[src/rtl/spi_master_tx.sv]
// SPI mode-0 transmit-only master: pops words from a TX FIFO and shifts them out MSB first.
// The transfer length is counted in bits, so the final word may be sent only partially.
module spi_master_tx #(
  parameter int unsigned DATA_WIDTH = 32,
  parameter int unsigned CNT_WIDTH  = 16
) (
  input  logic                  clk_i,
  input  logic                  rst_ni,
  input  logic                  en_i,
  input  logic                  clr_i,
  input  logic [7:0]            clkdiv_i,
  input  logic [CNT_WIDTH-1:0]  len_i,
  input  logic [DATA_WIDTH-1:0] data_i,
  input  logic                  data_valid_i,
  output logic                  data_ready_o,
  output logic                  sclk_o,
  output logic                  sdo_o,
  output logic                  busy_o,
  output logic                  done_o
);

  localparam int unsigned WCW = (DATA_WIDTH > 1) ? $clog2(DATA_WIDTH) : 1;

  typedef enum logic [1:0] {IDLE, LOAD, SHIFT, DONE} state_e;

  state_e                state_q;
  logic [7:0]            div_q;
  logic [CNT_WIDTH-1:0]  bitcnt_q;
  logic [CNT_WIDTH-1:0]  bitcnt_d;
  logic [CNT_WIDTH-1:0]  len_q;
  logic [WCW-1:0]        wcnt_q;
  logic [DATA_WIDTH-1:0] shreg_q;
  logic                  sclk_q;
  logic                  sdo_q;

  assign bitcnt_d = bitcnt_q + CNT_WIDTH'(1);

  // FIFO handshake is combinational so a pop completes in the LOAD cycle itself
  assign data_ready_o = (state_q == LOAD) && data_valid_i && !clr_i;

  assign sclk_o = sclk_q;
  assign sdo_o  = sdo_q;
  assign busy_o = (state_q != IDLE);
  assign done_o = (state_q == DONE);

  always_ff @(posedge clk_i or negedge rst_ni) begin
    if (!rst_ni) begin
      state_q  <= IDLE;
      div_q    <= '0;
      bitcnt_q <= '0;
      len_q    <= '0;
      wcnt_q   <= '0;
      shreg_q  <= '0;
      sclk_q   <= 1'b0;
      sdo_q    <= 1'b0;
    end else if (clr_i) begin
      state_q  <= IDLE;
      div_q    <= '0;
      bitcnt_q <= '0;
      wcnt_q   <= '0;
      shreg_q  <= '0;
      sclk_q   <= 1'b0;
      sdo_q    <= 1'b0;
    end else begin
      case (state_q)
        IDLE: begin
          sclk_q <= 1'b0;
          sdo_q  <= 1'b0;
          if (en_i && (len_i != '0)) begin
            len_q    <= len_i;
            bitcnt_q <= '0;
            wcnt_q   <= '0;
            state_q  <= LOAD;
          end
        end
        LOAD: begin
          // Underflow stalls here with sclk low and sdo holding the last bit
          if (data_valid_i) begin
            shreg_q <= data_i;
            sdo_q   <= data_i[DATA_WIDTH-1];
            div_q   <= '0;
            wcnt_q  <= '0;
            state_q <= SHIFT;
          end
        end
        SHIFT: begin
          if (div_q == clkdiv_i) begin
            div_q  <= '0;
            sclk_q <= ~sclk_q;
            // Only the falling toggle advances data; the rising one is the slave sample point
            if (sclk_q) begin
              bitcnt_q <= bitcnt_d;
              if (bitcnt_d == len_q) begin
                sdo_q   <= 1'b0;
                state_q <= DONE;
              end else if (wcnt_q == WCW'(DATA_WIDTH - 1)) begin
                state_q <= LOAD;
              end else begin
                shreg_q <= shreg_q << 1;
                sdo_q   <= shreg_q[DATA_WIDTH-2];
                wcnt_q  <= wcnt_q + WCW'(1);
              end
            end
          end else begin
            div_q <= div_q + 8'd1;
          end
        end
        DONE: begin
          sclk_q  <= 1'b0;
          sdo_q   <= 1'b0;
          state_q <= IDLE;
        end
        default: state_q <= IDLE;
      endcase
    end
  end

endmodule

[config.mk]
export PLATFORM = sky130hd
export DESIGN_NAME = spi_master_tx
export DESIGN_NICKNAME = d
export VERILOG_FILES = /design/src/rtl/spi_master_tx.sv
export SDC_FILE = /design/constraint.sdc
export NUM_CORES = 1
export LEC_CHECK = 0
export ABC_CLOCK_PERIOD_IN_PS = 5900
export CAP_MARGIN = 25
export CORE_MARGIN = 5
export CORE_UTILIZATION = 39
export DETAILED_ROUTE_END_ITERATION = 10
export PLACE_DENSITY = 0.62
export SYNTH_ARGS = -nofsm -noshare
export SYNTH_HDL_FRONTEND = slang
export SYNTH_SLANG_ARGS = --single-unit
[constraint.sdc]
create_clock -name clk_i -period 5.9 [get_ports clk_i]
set_input_delay 1.18 -clock clk_i [delete_from_list [all_inputs] [get_ports clk_i]]
set_output_delay 1.18 -clock clk_i [all_outputs]
set_load 0.005 [all_outputs]
## Yosys cells after proc, flatten, opt, wreduce, memory -nomap -nowiden

Index checks and enable logic that the tools add are counted.
W data, S select, Z words.

- $add $sub $neg: 3
- Equality and inequality tests: 14
- Multiplexer cells: 42
- Bitwise gates (word level): 2
- Reduce and logical (&&, ||, !) cells: 20

Operators with widths:

| kind | number |
|---|---|
| $mux W31 | 6 |
| $mux W16 | 4 |
| $pmux W31 S2 | 1 |
| $mux W5 | 7 |
| $pmux W16 S2 | 1 |
| $mux W8 | 3 |
| $ne A3 B3 Y1 const B | 6 |
| $add A16 B1 Y16 const B | 1 |
| $eq A16 B16 Y1 | 1 |
| $pmux W8 S2 | 1 |
| $reduce_bool A16 Y1 | 1 |
| $pmux W5 S3 | 1 |
| $mux W2 | 7 |
| $reduce_bool A3 Y1 | 3 |
| $add A8 B1 Y8 const B | 1 |
| $eq A8 B8 Y1 | 1 |
| $mux W1 | 8 |
| $ne A4 B4 Y1 const B | 2 |
| $pmux W2 S4 | 1 |
| $reduce_and A4 Y1 | 2 |
| $reduce_and A7 Y1 | 1 |
| $reduce_and A6 Y1 | 1 |
| $add A5 B1 Y5 const B | 1 |
| $eq A5 B5 Y1 const B | 1 |
| 14 further kinds | 19 |

- Flip-flop bits (word level): 80
- Input port bits: 61

## Depth between registers and ports, before layout

Gate-level depths: netlist of run 1.

- Word-level depth: 7
- Mapped depth: 11

## Worst setup path before layout of run 1

OpenSTA, ideal clock, no wires.

- Kind: input to register
- Start point: input port len_i[9]
- End point: register len_q[10]
- Library setup time: 0.125 ns
- Data arrival time: 3.271 ns
- Path slack: 2.504 ns
- Cell stages on the path: 6
- Buffers on the path: 2
- Cells stage by stage: or4_1 > o41ai_1 > or3_1 > clkbuf_1 > buf_1 > mux2_2

- Cells in the longest elaborated chain, start to end: 3

Ends and longest elaborated chain:

| what | line | source |
|---|---|---|
| start, declared | 12 | `input logic [CNT_WIDTH-1:0] len_i,` |
| $reduce_bool A16 Y1 | 69 | `if (en_i && (len_i != '0)) begin` |
| $logic_and A1 B1 Y1 | 69 |  |
| $reduce_and A3 Y1 (no line) | - |  |
| end signal, assigned | 70 | `len_q <= len_i;` |
| end, declared | 30 | `logic [CNT_WIDTH-1:0] len_q;` |

No other way between the ends.
A chain may end at the register's enable or synchronous reset.

## Worst setup path in the final report of run 1

- Start point: register state_q[0]
- End point: register shreg_q[5]

- Cells in the longest elaborated chain, start to end: 3
- Elaborated cells between the ends (all ways): 11
- Those cells by class: eq/ne: 7; mux: 2; reduce/logical: 2

Ends and longest elaborated chain:

| what | line | source |
|---|---|---|
| start, declared | 26 | `state_e state_q;` |
| start signal, assigned | 48 | `state_q <= IDLE;` |
| start signal, assigned | 57 | `state_q <= IDLE;` |
| start signal, assigned | 73 | `state_q <= LOAD;` |
| $eq A2 B2 Y1 / $eq A2 B1 Y1 (equally long branches) | 65 | `case (state_q)` |
| $ne A3 B3 Y1 (no line) (tied with other cells) | - |  |
| $reduce_and A6 Y1 (no line) / $mux W31 (equally long branches) | - |  |
| end signal, assigned | 79 | `shreg_q <= data_i;` |
| end signal, assigned | 99 | `shreg_q <= shreg_q << 1;` |
| end, declared | 32 | `logic [DATA_WIDTH-1:0] shreg_q;` |

Several ways; a longest one is shown, not always the timed one.

==> flow_metrics.env, run 1 <==
export IMPL_status="finished, final reports clean"
export IMPL_worstPathCellList="inv_1, ha_2, buf_4, inv_1, nor2_1, o21ai_0, buf_4, o311a_1, and2_1, a31oi_4, mux2_2"
export IMPL_grt_max_degree=55
export IMPL_rows=41
export IMPL_setup_violations=0
export IMPL_htree_levels=3
export IMPL_r2r_end="shreg_q[5]"
export IMPL_reg2reg_setup_slack_ns=1.55
export IMPL_wire_per_inst_um=16.3
export IMPL_cts_tree="done"
export IMPL_io_pins=66
export IMPL_max_slew_margin_pct=30.7
export IMPL_synth_area_sq_um=4920
export IMPL_rr_worst_depth=11
export IMPL_gp_congestion=0.816
export IMPL_grt_ovfl_total=0
export IMPL_die_h_um=122
export IMPL_drtAntennaViolNets=0
export IMPL_area_growth_pct=22.1
export IMPL_final_common_cell="dfrtp_1"
export IMPL_yosys_warnings=0
export IMPL_synth_cell_types=61
export IMPL_path_clk_slew_ns=0.06
export IMPL_synth_area_leaders="dfrtp_1 (41%), mux2_2 (10%), mux2i_1 (6.5%)"
export IMPL_hold_buffers=0
export IMPL_power_density_nw_per_um2=378
export IMPL_critPathRequiredTime_ns=6.12
export IMPL_cp_max_fo=39
export IMPL_setup_tns_ns=0
export IMPL_skew_ns=0.00907
export IMPL_clkLatencyLatePin_ns=0.35
export IMPL_final_nets=613
export IMPL_coreArea_sq_um=12500
export IMPL_post_cts_buffers=0
export IMPL_cpPeakStageDelay_ns=0.81
export IMPL_period_share_pct=73.7
export IMPL_rsz0062_at_grt="no"
export IMPL_dieWidth_um=122
export IMPL_port_buffers=65
export IMPL_detail_route_iter0_violations=185
export IMPL_p_total_mw=2.27
export IMPL_crit_end="shreg_q[5]"
export IMPL_min_from="shreg_q[3]"
export IMPL_initial_core_util_pct=39.4
export IMPL_synth_edf_count=0
export IMPL_startpoint="state_q[0]"
export IMPL_syn_avg_cell_area_sq_um=10.0
export IMPL_maxCapViolCount=0
export IMPL_antenna_found_initial=0
export IMPL_synth_seq_area_share_pct=40.7
export IMPL_synth_top_cell_by_area="dfrtp_1"
export IMPL_synth_top_area_share_pct=40.7
export IMPL_synth_fp_nets=561
export IMPL_async_reset_ff_share_pct=100
export IMPL_dr_pass1_iters=4
export IMPL_tightest_slew_ns=1.04
export IMPL_leakage_nw=2.47
export IMPL_drc_errors=0
export IMPL_place_hpwl_um=8450
export IMPL_crit_slowest_cell="a31oi_4"
export IMPL_clk_path_buf_depth=2
export IMPL_dr_total_vias=3880
export IMPL_hold_violations=0
export IMPL_synth_flop_cell="dfrtp_1"
export IMPL_post_cts_resized=0
export IMPL_ir_worst_vdd_uv=248
export IMPL_die_area_sq_um=15000
export IMPL_first_global_vias=4018
export IMPL_clockRootBuffer="clkbuf_16"
export IMPL_track_usage_pct=16.7
export IMPL_vias_per_cell=5.39
export IMPL_critPathKind="reg2reg"
export IMPL_arrival_ns=4.57
export IMPL_cts_sinks=80
export IMPL_regToRegStartpoint="state_q[0]"
export IMPL_syn_inst=491
export IMPL_wirelength_um=11700
export IMPL_start_kind="flip-flop"
export IMPL_hp_class="reg2reg"
export IMPL_final_cell_mix="dfrtp_1 (80), clkdlybuf4s50_1 (64), nor2_1 (54)"
export IMPL_finalCriticalPeriod_ns=4.35
export IMPL_numCtsBuffers=9
export IMPL_insertedDiodeCount=0
export IMPL_final_max_slew_viol_count=0
export IMPL_grt_pass1_wl_um=19900
export IMPL_max_freq_ghz=0.230
export IMPL_drive_gt1_share_pct=13.9
export IMPL_critPathCaptureType="flip-flop"
export IMPL_ys_ff_latch=80
export IMPL_hold_depth=1
## metrics by stage
stage,hold slack (ns),std cells,setup slack [ns],cell area [sq um],util [%]
after global routing,0.522,720,1.33,6000,48.1
after floorplan,0.464,491,2.50,4920,-
after CTS,0.503,719,1.52,5990,48.1
after global placement,0.480,703,1.29,5690,45.7
after detailed placement,0.490,703,1.17,5690,45.7
final,0.501,720,1.55,6000,48.1
## kinds of logic (layout without fill, tap and decap cells)
group | after synthesis | in the layout | synth area share (%)
compound gates | 93 | 93 | 12.5
xor+xnor | 31 | 31 | 5.52
fa+ha+maj | 9 | 9 | 2.29
buf+inv | 41 | 98 | 3.61
flops | 80 | 80 | 40.7
mux | 79 | 79 | 17.3
simple gates | 158 | 158 | 18.1
## per-layer routing
layer / track usage (%) / vias to the layer above / wire length (um)
li1: - / 1897 / -
met1: 21.0 / 1901 / 5140
met2: 27.9 / 73 / 5770
met3: 5.71 / 9 / 671
met4: 3.78 / 0 / 123
met5: 0 / - / 0
## state kept, by name (all words and copies together), names as in the netlist
| signal | flops |
|---|---|
| bitcnt_q | 16 |
| div_q | 8 |
| len_q | 16 |
| sclk_o | 1 |
| sdo_o | 1 |
| shreg_q | 31 |
| state_q | 2 |
| wcnt_q | 5 |
## worst min-delay path by stage
stage                              to  slack (ns)
after CTS                  shreg_q[3]        0.50
after floorplan            shreg_q[1]        0.46
after global placement     shreg_q[1]        0.48
after global routing      shreg_q[11]        0.52
after detailed placement   shreg_q[3]        0.49
final                      shreg_q[3]        0.50
## area by class of cell
cell class              instances  area, sq um
well taps                     172          215
fillers                      1176         6460
flip-flops and latches         80         2000
clock buffers                  12          246
multi-input cells             370         2750
inverters                      12         45.0
clock inverters                 4         53.8
repair buffers                 70          686
## worst max-delay path, delay by kind of cell (launching register included)
kind                       cells  cell delay, ns
DFF                            1            0.42
adders and majority gates      1            0.18
muxes                          1            0.42
AOI/OAI and AO/OA              3            1.27
buffers and inverters          4            1.12
and+or+nand+nor                2            0.80
## report_power, final
part | switching [mW] | total [mW] | internal [mW]
sequential | 0.115 | 0.818 | 0.703
combinational | 0.429 | 0.878 | 0.450
clock | 0.230 | 0.570 | 0.340
total | 0.774 | 2.27 | 1.49
## cell usage after synthesis, types with 10 or more instances
cell / count
xnor2_1: 22
dfrtp_1: 80
nand3_1: 10
a21oi_1: 11
nor2_1: 54
clkbuf_1: 14
nand2_1: 21
inv_1: 11
o21ai_0: 30
mux2_2: 45
mux2i_1: 32
nand4_1: 12
Note: power is estimated with default switching activity, not from simulation.
==> run 2, diff against run 1 <==
--- a/config.mk
+++ b/config.mk
@@ -5,7 +5,7 @@
 export SDC_FILE = /design/constraint.sdc
 export NUM_CORES = 1
 export LEC_CHECK = 0
-export ABC_CLOCK_PERIOD_IN_PS = 5900
+export ABC_CLOCK_PERIOD_IN_PS = 4300
 export CAP_MARGIN = 25
 export CORE_MARGIN = 5
 export CORE_UTILIZATION = 39
==> constraint.sdc (replaced) <==
create_clock -name clk_i -period 4.3 [get_ports clk_i]
set_input_delay 0.86 -clock clk_i [delete_from_list [all_inputs] [get_ports clk_i]]
set_output_delay 0.86 -clock clk_i [all_outputs]
set_load 0.005 [all_outputs]
==> run 2 against run 1 <==
Via count is 0.44% higher; wire length is 1.2% higher; critical endpoint is now shreg_q[15]; largest cell class unchanged; hold slack worse by 0.081 ns; sequential cell count stayed put; combinational power is 39% higher; setup slack worse by 0.83 ns; sequential share of layout area is 0.14 points lower; first-iteration DRC count stayed put; clock power is 28% higher; largest power group unchanged; core utilization is 0.20 points higher; die area stayed put.
==> flow_metrics.env, run 2 (synthesis results as in run 1) <==
export IMPL_grt_pass1_wl_um=19400
export IMPL_critPathRequiredTime_ns=4.53
export IMPL_crit_end="shreg_q[15]"
export IMPL_final_cell_mix="dfrtp_1 (80), clkdlybuf4s50_1 (64), nor2_1 (54)"
export IMPL_max_slew_margin_pct=48.1
export IMPL_grt_use_met2_pct=25.8
export IMPL_multi_input_area_sq_um=2750
export IMPL_dieWidth_um=122
export IMPL_htree_levels=3
export IMPL_critPathCaptureType="flip-flop"
export IMPL_top_usage_layer="met2"
export IMPL_dr_total_vias=3897
export IMPL_final_nets=616
export IMPL_startpoint="bitcnt_q[0]"
export IMPL_coreArea_sq_um=12500
export IMPL_antenna_found_initial=0
export IMPL_drtAntennaViolNets=0
export IMPL_track_usage_pct=16.5
export IMPL_initial_core_util_pct=39.4
export IMPL_cp_max_fo=30
export IMPL_dp_cells=707
export IMPL_leakage_nw=2.48
export IMPL_holdWs_ns=0.420
export IMPL_p_total_mw=3.07
export IMPL_clk_path_buf_depth=2
export IMPL_critPathKind="reg2reg"
export IMPL_wire_per_inst_um=16.4
export IMPL_register_area_sq_um=2000
export IMPL_rr_worst_depth=9
export IMPL_die_h_um=122
export IMPL_rows=41
export IMPL_tightest_slew_ns=0.779
export IMPL_grt_use_met1_pct=21.3
export IMPL_wirelength_um=11800
export IMPL_postPlaceCellArea_sq_um=5740
export IMPL_io_pins=66
export IMPL_clkLatencyLatePin_ns=0.35
export IMPL_hp_class="in2async"
export IMPL_grt_ovfl_total=0
export IMPL_numCtsBuffers=9
export IMPL_first_global_vias=3945
export IMPL_post_route_util_pct=48.3
export IMPL_area_growth_pct=22.6
export IMPL_setup_violations=0
export IMPL_hold_buffers=0
export IMPL_clockRootBuffer="clkbuf_16"
export IMPL_place_hpwl_um=8570
export IMPL_hold_violations=0
export IMPL_largest_register="shreg_q"
export IMPL_skew_ns=0.00809
export IMPL_die_area_sq_um=15000
export IMPL_grt_max_degree=59
export IMPL_power_density_nw_per_um2=510
export IMPL_period_share_pct=83.3
export IMPL_reg2reg_setup_slack_ns=0.72
export IMPL_worst_path_stages=9
export IMPL_regToRegStartpoint="bitcnt_q[0]"
export IMPL_final_max_slew_viol_count=0
export IMPL_vias_per_cell=5.39
export IMPL_post_cts_buffers=0
export IMPL_drc_errors=0
export IMPL_post_cts_resized=0
export IMPL_grt_util_met3_pct=4.52
export IMPL_crit_buf_inv=1
export IMPL_final_common_cell="dfrtp_1"
export IMPL_largest_register_ffs=31
export IMPL_maxCapViolCount=0
export IMPL_drive_gt1_share_pct=14.7
export IMPL_cpPeakStageDelay_ns=0.60
export IMPL_setup_slack_ns=0.718
export IMPL_r2r_end="shreg_q[15]"
export IMPL_start_kind="flip-flop"
export IMPL_dr_pass1_iters=4
export IMPL_design_area_sq_um=6030
export IMPL_status="finished, final reports clean"
export IMPL_max_freq_ghz=0.279
export IMPL_setup_tns_ns=0
export IMPL_dp_slack_ns=0.541
export IMPL_cts_tree="done"
export IMPL_detail_route_iter0_violations=185
export IMPL_nFillCells=1172
export IMPL_gp_congestion=0.854
export IMPL_rsz0062_at_grt="no"
export IMPL_stdcell_count=723
export IMPL_worstPathCellList="ha_1, nand3_1, nor3_1, mux2i_1, and4b_1, a41oi_2, a31oi_4, buf_4, mux2_2"
export IMPL_ir_worst_vdd_uv=262
export IMPL_path_clk_slew_ns=0.06
export IMPL_cts_sinks=80
export IMPL_arrival_ns=3.81
export IMPL_top_regs="shreg_q: 31 flops, bitcnt_q: 16 flops, len_q: 16 flops"
export IMPL_port_buffers=65
export IMPL_finalCriticalPeriod_ns=3.58
export IMPL_insertedDiodeCount=0
export IMPL_crit_family="simple AND/OR/NAND/NOR gates"
export IMPL_crit_slowest_cell="nor3_1"
==> run 2: metal layers <==
layer  share of wire [%]  vias up
li1                    -     1901
met1                  44     1882
met2                  47       99
met3                 6.1       15
met4                 2.3        0
met5                   0        -
==> run 2: worst min-delay path by stage <==
stage	startpoint	to	slack, ns
CTS	rst_ni	wcnt_q[4]	0.42
finish	rst_ni	state_q[1]	0.42
floorplan	shreg_q[1]	shreg_q[1]	0.46
global route	rst_ni	state_q[0]	0.44
detailed placement	shreg_q[1]	shreg_q[1]	0.49
global placement	shreg_q[1]	shreg_q[1]	0.48
==> run 2: layout make-up <==
class                           count  area share, %
Clock buffer                       10           3.97
Inverter                           12          0.747
Multi-Input combinational cell    370           45.7
Tap cell                          172           3.57
Clock inverter                      6          0.727
Sequential cell                    80           33.2
Timing Repair Buffer               73           12.1
==> run 2: where the power goes <==
| group | internal (mW) | total, mW | switching [mW] |
|---|---|---|---|
| combinational | 0.627 | 1.22 | 0.595 |
| sequential | 0.965 | 1.12 | 0.157 |
| clock | 0.407 | 0.727 | 0.320 |
